===== config.mk =====
export PLATFORM = sky130hd
export DESIGN_NAME = mem_access_unit
export DESIGN_NICKNAME = d
export VERILOG_FILES = /design/src/rtl/mem_pkg.sv /design/src/rtl/mem_fault_tracker.sv /design/src/rtl/mem_access_unit.sv
export SDC_FILE = /design/constraint.sdc
export NUM_CORES = 1
export LEC_CHECK = 0
export ABC_AREA = 1
export CAP_MARGIN = 40
export CORE_MARGIN = 3
export CORE_UTILIZATION = 43
export CTS_CLUSTER_SIZE = 20
export DETAILED_ROUTE_END_ITERATION = 8
export HOLD_SLACK_MARGIN = 0.05
export PLACE_DENSITY = 0.77
export REMOVE_ABC_BUFFERS = 1
export SYNTH_ARGS = -nofsm -noshare
export SYNTH_HDL_FRONTEND = slang
export SYNTH_SLANG_ARGS = --single-unit

===== constraint.sdc =====
create_clock -name CLK -period 3.09 [get_ports CLK]
set_clock_uncertainty 0.1 [all_clocks]
set_input_delay 0.7725 -clock CLK [delete_from_list [all_inputs] [get_ports CLK]]
set_output_delay 0.7725 -clock CLK [all_outputs]
set_load 0.005 [all_outputs]

===== src/rtl/mem_pkg.sv =====
// Shared memory-subsystem constants and the load/store sequencer state type.
// memWrapper uses the geometry constants as well.
package mem_pkg;
    localparam int DATA_W      = 16;
    localparam int ADDR_W      = 16;
    localparam int MEM_WORDS   = 1024;
    localparam int FAULT_CNT_W = 8;

    typedef enum logic [1:0] {
        IDLE  = 2'd0,
        ISSUE = 2'd1,
        WAIT  = 2'd2,
        RESP  = 2'd3
    } mau_state_e;
endpackage


===== src/rtl/mem_fault_tracker.sv =====
// Sticky fault flag plus saturating fault counter.
// A clear arriving together with a fault wins, so that fault is dropped.
module mem_fault_tracker
    import mem_pkg::*;
#(
    parameter int CNT_W = FAULT_CNT_W
) (
    input  logic             CLK,
    input  logic             Reset,
    input  logic             fault_evt_i,
    input  logic             fault_clr_i,
    output logic             fault_sticky_o,
    output logic [CNT_W-1:0] fault_count_o
);
    logic             sticky_q, sticky_d;
    logic [CNT_W-1:0] count_q,  count_d;

    always_comb begin
        sticky_d = sticky_q;
        count_d  = count_q;
        if (fault_clr_i) begin
            sticky_d = 1'b0;
            count_d  = '0;
        end else if (fault_evt_i) begin
            sticky_d = 1'b1;
            if (count_q != {CNT_W{1'b1}})
                count_d = count_q + 1'b1;
        end
    end

    always_ff @(posedge CLK or posedge Reset) begin
        if (Reset) begin
            sticky_q <= 1'b0;
            count_q  <= '0;
        end else begin
            sticky_q <= sticky_d;
            count_q  <= count_d;
        end
    end

    assign fault_sticky_o = sticky_q;
    assign fault_count_o  = count_q;
endmodule


===== src/rtl/mem_access_unit.sv =====
// Single-outstanding load/store sequencer in front of memWrapper: latches a
// request, issues it, waits out the read latency and pulses one response.
module mem_access_unit
    import mem_pkg::*;
#(
    parameter int DATA_W       = mem_pkg::DATA_W,
    parameter int ADDR_W       = mem_pkg::ADDR_W,
    parameter int MEM_WORDS    = mem_pkg::MEM_WORDS,
    parameter int READ_LATENCY = 1
) (
    input  logic                   CLK,
    input  logic                   Reset,
    input  logic                   req_valid,
    output logic                   req_ready,
    input  logic                   req_write,
    input  logic [ADDR_W-1:0]      req_addr,
    input  logic [DATA_W-1:0]      req_wdata,
    output logic                   resp_valid,
    output logic [DATA_W-1:0]      resp_rdata,
    output logic                   resp_fault,
    output logic                   fault_sticky,
    input  logic                   fault_clr,
    output logic [FAULT_CNT_W-1:0] fault_count,
    output logic [ADDR_W-1:0]      MemAddr,
    output logic [DATA_W-1:0]      MemDIn,
    output logic                   MemWriteEnable,
    input  logic [DATA_W-1:0]      MemDOut,
    input  logic                   MemOOB
);
    mau_state_e        state_q, state_d;
    logic [ADDR_W-1:0] addr_q,  addr_d;
    logic [DATA_W-1:0] wdata_q, wdata_d;
    logic [DATA_W-1:0] rdata_q, rdata_d;
    logic              write_q, write_d;
    logic              oob_q,   oob_d;
    logic [1:0]        cnt_q,   cnt_d;
    logic              oob;

    // MemOOB only means something while the latched address is on MemAddr.
    assign oob = (32'(addr_q) >= 32'(MEM_WORDS)) || MemOOB;

    always_comb begin
        state_d        = state_q;
        addr_d         = addr_q;
        wdata_d        = wdata_q;
        write_d        = write_q;
        rdata_d        = rdata_q;
        oob_d          = oob_q;
        cnt_d          = cnt_q;
        req_ready      = 1'b0;
        resp_valid     = 1'b0;
        resp_fault     = 1'b0;
        MemWriteEnable = 1'b0;
        unique case (state_q)
            IDLE: begin
                req_ready = 1'b1;
                if (req_valid) begin
                    addr_d  = req_addr;
                    wdata_d = req_wdata;
                    write_d = req_write;
                    rdata_d = '0;
                    oob_d   = 1'b0;
                    state_d = ISSUE;
                end
            end
            ISSUE: begin
                MemWriteEnable = write_q && !oob;
                oob_d          = oob;
                if (write_q) begin
                    state_d = RESP;
                end else begin
                    cnt_d   = 2'(READ_LATENCY - 1);
                    state_d = WAIT;
                end
            end
            WAIT: begin
                if (cnt_q == 2'd0) begin
                    rdata_d = oob_q ? '0 : MemDOut;
                    state_d = RESP;
                end else begin
                    cnt_d = cnt_q - 2'd1;
                end
            end
            RESP: begin
                resp_valid = 1'b1;
                resp_fault = oob_q;
                state_d    = IDLE;
            end
            default: state_d = IDLE;
        endcase
    end

    always_ff @(posedge CLK or posedge Reset) begin
        if (Reset) begin
            state_q <= IDLE;
            addr_q  <= '0;
            wdata_q <= '0;
            write_q <= 1'b0;
            rdata_q <= '0;
            oob_q   <= 1'b0;
            cnt_q   <= '0;
        end else begin
            state_q <= state_d;
            addr_q  <= addr_d;
            wdata_q <= wdata_d;
            write_q <= write_d;
            rdata_q <= rdata_d;
            oob_q   <= oob_d;
            cnt_q   <= cnt_d;
        end
    end

    assign MemAddr    = addr_q;
    assign MemDIn     = wdata_q;
    assign resp_rdata = rdata_q;

    mem_fault_tracker #(.CNT_W(FAULT_CNT_W)) u_fault (
        .CLK           (CLK),
        .Reset         (Reset),
        .fault_evt_i   (resp_valid && resp_fault),
        .fault_clr_i   (fault_clr),
        .fault_sticky_o(fault_sticky),
        .fault_count_o (fault_count)
    );
endmodule


==> summary.md, run 1 <==
| Metric | Value |
|---|---|
| Switching fraction of total power | `31.3%` |
| Number of cells produced by synthesis | `271` |
| Number of filler cells placed in the layout | `522` |
| Detailed-routing iteration count for the pre-antenna-repair pass | `4` |
| Maximum number of pins on one net before global-route repair | `43` |
| Post-synth design cell area | `2890 µm²` |
| Top cell type's share of synthesized area | `54.5%` |
| Number of primary I/O pins | `115` |
| Final GP Congestion | `0.750` |
| Fmax | `0.342 GHz` |
| Number of gates resized after cts | `0` |
| Share of the core filled with cells | `66.5%` |
| Setup CP Type | `primary input to primary output` |
| Clock root buffer master | `sky130_fd_sc_hd__clkbuf_8` |
| Remaining DRCs | `0` |
| Count of vias placed by the detailed router | `2276` |
| Number of port buffers | `114` |
| Post-Layout Inst Area | `4270 µm²` |
| Worst Tran Pin Value | `0.644 ns` |
| Sum of overflow across all layers after global routing | `0` |
| Vias in the first global route | `2357` |
| Unrepaired setup endpoints after global routing | `no` |
| Die W | `88.0 µm` |
| Placeable core region | `6420 µm²` |
| Mean post-synth cell area | `10.7 µm²` |
| Cell-internal power | `2570 µW` |
| Placement row count | `29` |
| Clock net sink count | `63` |
| Synth area leader | `sky130_fd_sc_hd__dfrtp_1` |
| Post-detailed-routing wire length | `6610 µm` |
| Number of nets with antenna violations after detailed routing | `0` |
| IR drop worst, VDD | `0.000555 V` |
| Switching Power | `1170 µW` |
| Share of final-layout standard cells stronger than drive strength 1 | `13.5%` |
| Class of the tightest hold or removal check | `register to register` |
| Routed len/inst | `14.0 µm` |
| Flip-flop and latch count after synthesis | `63` |
| Count of maximum capacitance violations | `0` |
| Register clock-pin slew on the reported worst setup and hold paths | `0.06 ns` |
| P_leak | `0.00202 µW` |
| Run status | `finished clean` |
| Part of the Yosys area used for sequential elements | `54.5%` |
| Number of antenna violations at the first check in global routing | `0` |
| Starting Density | `45.1%` |
| Worst slack at placement | `0.153 ns` |
| Portion of total power attributed to the clock network | `16.3%` |
| Final Max Slew Viols | `0` |
| Clock network latency to the later pin of the worst-skew pair | `0.33 ns` |
| Post-Place Cell Area | `4110 µm²` |
| Highest-count cells in the layout ignoring fill and taps | `114 x sky130_fd_sc_hd__clkdlybuf4s50_1, 63 x sky130_fd_sc_hd__dfrtp_1, 46 x sky130_fd_sc_hd__nand2_1` |
| Post-layout minimum cycle time | `2.93 ns` |
| Startpoint type of the worst setup path | `primary input` |
| Vias per inst | `4.83` |
| Clock tree from TritonCTS | `built` |
| Violation count after the first detailed-route iteration | `54` |
| Placed cell count | `457` |
| Required time reported for the critical path endpoint | `2.22 ns` |
| Fraction of power consumed by sequential logic | `37.1%` |
| Crit end category | `primary output` |
| Leading cell type in the layout, fill and taps excluded | `sky130_fd_sc_hd__clkdlybuf4s50_1` |
| Die area | `7750 µm²` |
| Non-Filler Instances | `471` |
| TritonCTS Buffers | `9` |
| Final #Nets | `451` |
| Worst slew slack as a fraction of its limit | `57.0%` |
| Final-report hold violation count | `0` |
| Diode count | `0` |
| Growth of design area from synthesis to finish | `47.5%` |
| Crit path max fanout | `2` |
| Number of hold buffers added after CTS | `0` |
| Post-synth cell types | `24` |
| Total of endpoints with negative setup slack in the final report | `0` |
| Power per unit of standard cell area | `877 nW/µm²` |
| Logic pwr share | `46.6%` |
| Total negative setup slack | `0 ns` |
| Worst Setup Slack, final | `0.164 ns` |
| Post-CTS setup-driven buffer insertion count | `0` |
| Fraction of the cycle the final worst path needs | `94.7%` |
| Total number of yosys warnings | `0` |
| Die Height | `88.0 µm` |
| H-Tree Level Count | `3` |
| GRT Total Usage | `18.6%` |
| Half-perimeter wire length of the detailed placement result | `4840 µm` |
| Global-route wire length before repair | `10900 µm` |
| Clock Path Buffers | `2` |
| Arrival time at the worst endpoint | `2.05 ns` |
| Biggest area contributors in the synthesized netlist | `sky130_fd_sc_hd__dfrtp_1 54%, sky130_fd_sc_hd__mux2_4 15%, sky130_fd_sc_hd__nand2_1 6.0%` |
synthesized netlist by cell type (all sizes together):
| cell type | count |
|---|---|
| a21oi | 7 |
| a31oi | 1 |
| buf | 7 |
| clkbuf | 1 |
| clkinv | 2 |
| dfrtp | 63 |
| ha | 6 |
| inv | 22 |
| mux2 | 28 |
| nand2 | 50 |
| nand3 | 25 |
| nand4 | 3 |
| nor2 | 26 |
| nor3 | 1 |
| o21ai | 26 |
| o21bai | 1 |
| o22ai | 1 |
| xor2 | 1 |
final cells by class:
type | instances | area, µm² | share of cell area [%]
inverter | 24 | 90.1 | 2.11
clock inverter | 1 | 5.00 | 0.117
timing repair buffer | 117 | 1190 | 27.8
multi-input combinational | 176 | 1150 | 27.0
sequential | 63 | 1580 | 36.9
clock buffer | 13 | 159 | 3.72
tap | 77 | 96.3 | 2.26
power groups by stage:
stage / combinational (µW) / clock (µW) / sequential (µW)
floorplan: 806 / 0 / 1390
global placement: 1730 / 0 / 1390
detailed placement: 1770 / 0 / 1390
CTS: 1780 / 632 / 1390
global route: 1920 / 678 / 1440
finish: 1750 / 610 / 1390
metrics by stage:
step,hold slack [ns],total power [µW]
global route,0.422,4030
CTS,0.392,3800
floorplan,0.353,2200
detailed placement,0.376,3160
global placement,0.368,3120
finish,0.391,3740
per-layer routing:
metal	global-route usage, %	routed length, µm	vias to the layer above
met5	0	0	-
met4	6.46	87	0
met3	11.3	864	6
met2	26.8	2900	104
met1	23.0	2760	1038
li1	-	-	1128
worst paths after layout:
kind | startpoint | to | slack (ns) | cells after the start
worst max register to register | state_q[0]$_DFFE_PP0P_ | resp_rdata[3]$_DFFE_PP0P_ | 1.17 | 6
worst min register to register | cnt_q[0]$_DFFE_PP0P_ | cnt_q[0]$_DFFE_PP0P_ | 0.39 | 1
min in group asynchronous | Reset | MemAddr[4]$_DFFE_PP0P_ | 0.67 | 2
max in group asynchronous | Reset | resp_rdata[8]$_DFFE_PP0P_ | 1.63 | 3
worst min-delay path | cnt_q[0]$_DFFE_PP0P_ | cnt_q[0]$_DFFE_PP0P_ | 0.39 | 1
worst max-delay path | MemOOB | MemWriteEnable | 0.16 | 5
flip-flops by register name, summed over array words and instances, names as in the netlist:
signal,count
write_q,1
u_fault.fault_count_o,8
MemAddr,16
state_q,2
u_fault.fault_sticky_o,1
oob_q,1
MemDIn,16
cnt_q,2
resp_rdata,16
worst max-delay path, stage by stage:
cell and delay [ns]:
sky130_fd_sc_hd__clkdlybuf4s50_1 0.40, sky130_fd_sc_hd__nor2_1 0.10, sky130_fd_sc_hd__nand3_1 0.10, sky130_fd_sc_hd__nor3_1 0.14, sky130_fd_sc_hd__clkdlybuf4s50_1 0.55
cells by family after synthesis:
family | Yosys count | share of synthesized area [%]
simple gates | 105 | 16.0
flops | 63 | 54.5
compound gates | 36 | 6.40
xor+xnor | 1 | 0.303
buf+inv | 32 | 5.66
mux | 28 | 14.5
fa+ha+maj | 6 | 2.59
(Power assumes the default switching activity.)
==> run 2: changes to the inputs <==
--- a/config.mk
+++ b/config.mk
@@ -9,9 +9,8 @@
 export CAP_MARGIN = 40
 export CORE_MARGIN = 3
 export CORE_UTILIZATION = 43
-export CTS_CLUSTER_SIZE = 20
 export DETAILED_ROUTE_END_ITERATION = 8
-export HOLD_SLACK_MARGIN = 0.05
+export HOLD_SLACK_MARGIN = 0.06
 export PLACE_DENSITY = 0.77
 export REMOVE_ABC_BUFFERS = 1
 export SYNTH_ARGS = -nofsm -noshare
==> results of run 2 <==
No change in the layout: final DEF, timing and power equal those of run 1.
==> run 3: changes to the inputs <==
--- a/config.mk
+++ b/config.mk
@@ -16,3 +16,4 @@
 export SYNTH_ARGS = -nofsm -noshare
 export SYNTH_HDL_FRONTEND = slang
 export SYNTH_SLANG_ARGS = --single-unit
+export TNS_END_PERCENT = 50
==> results of run 3 <==
No change in the layout: final DEF, timing and power equal those of run 1.
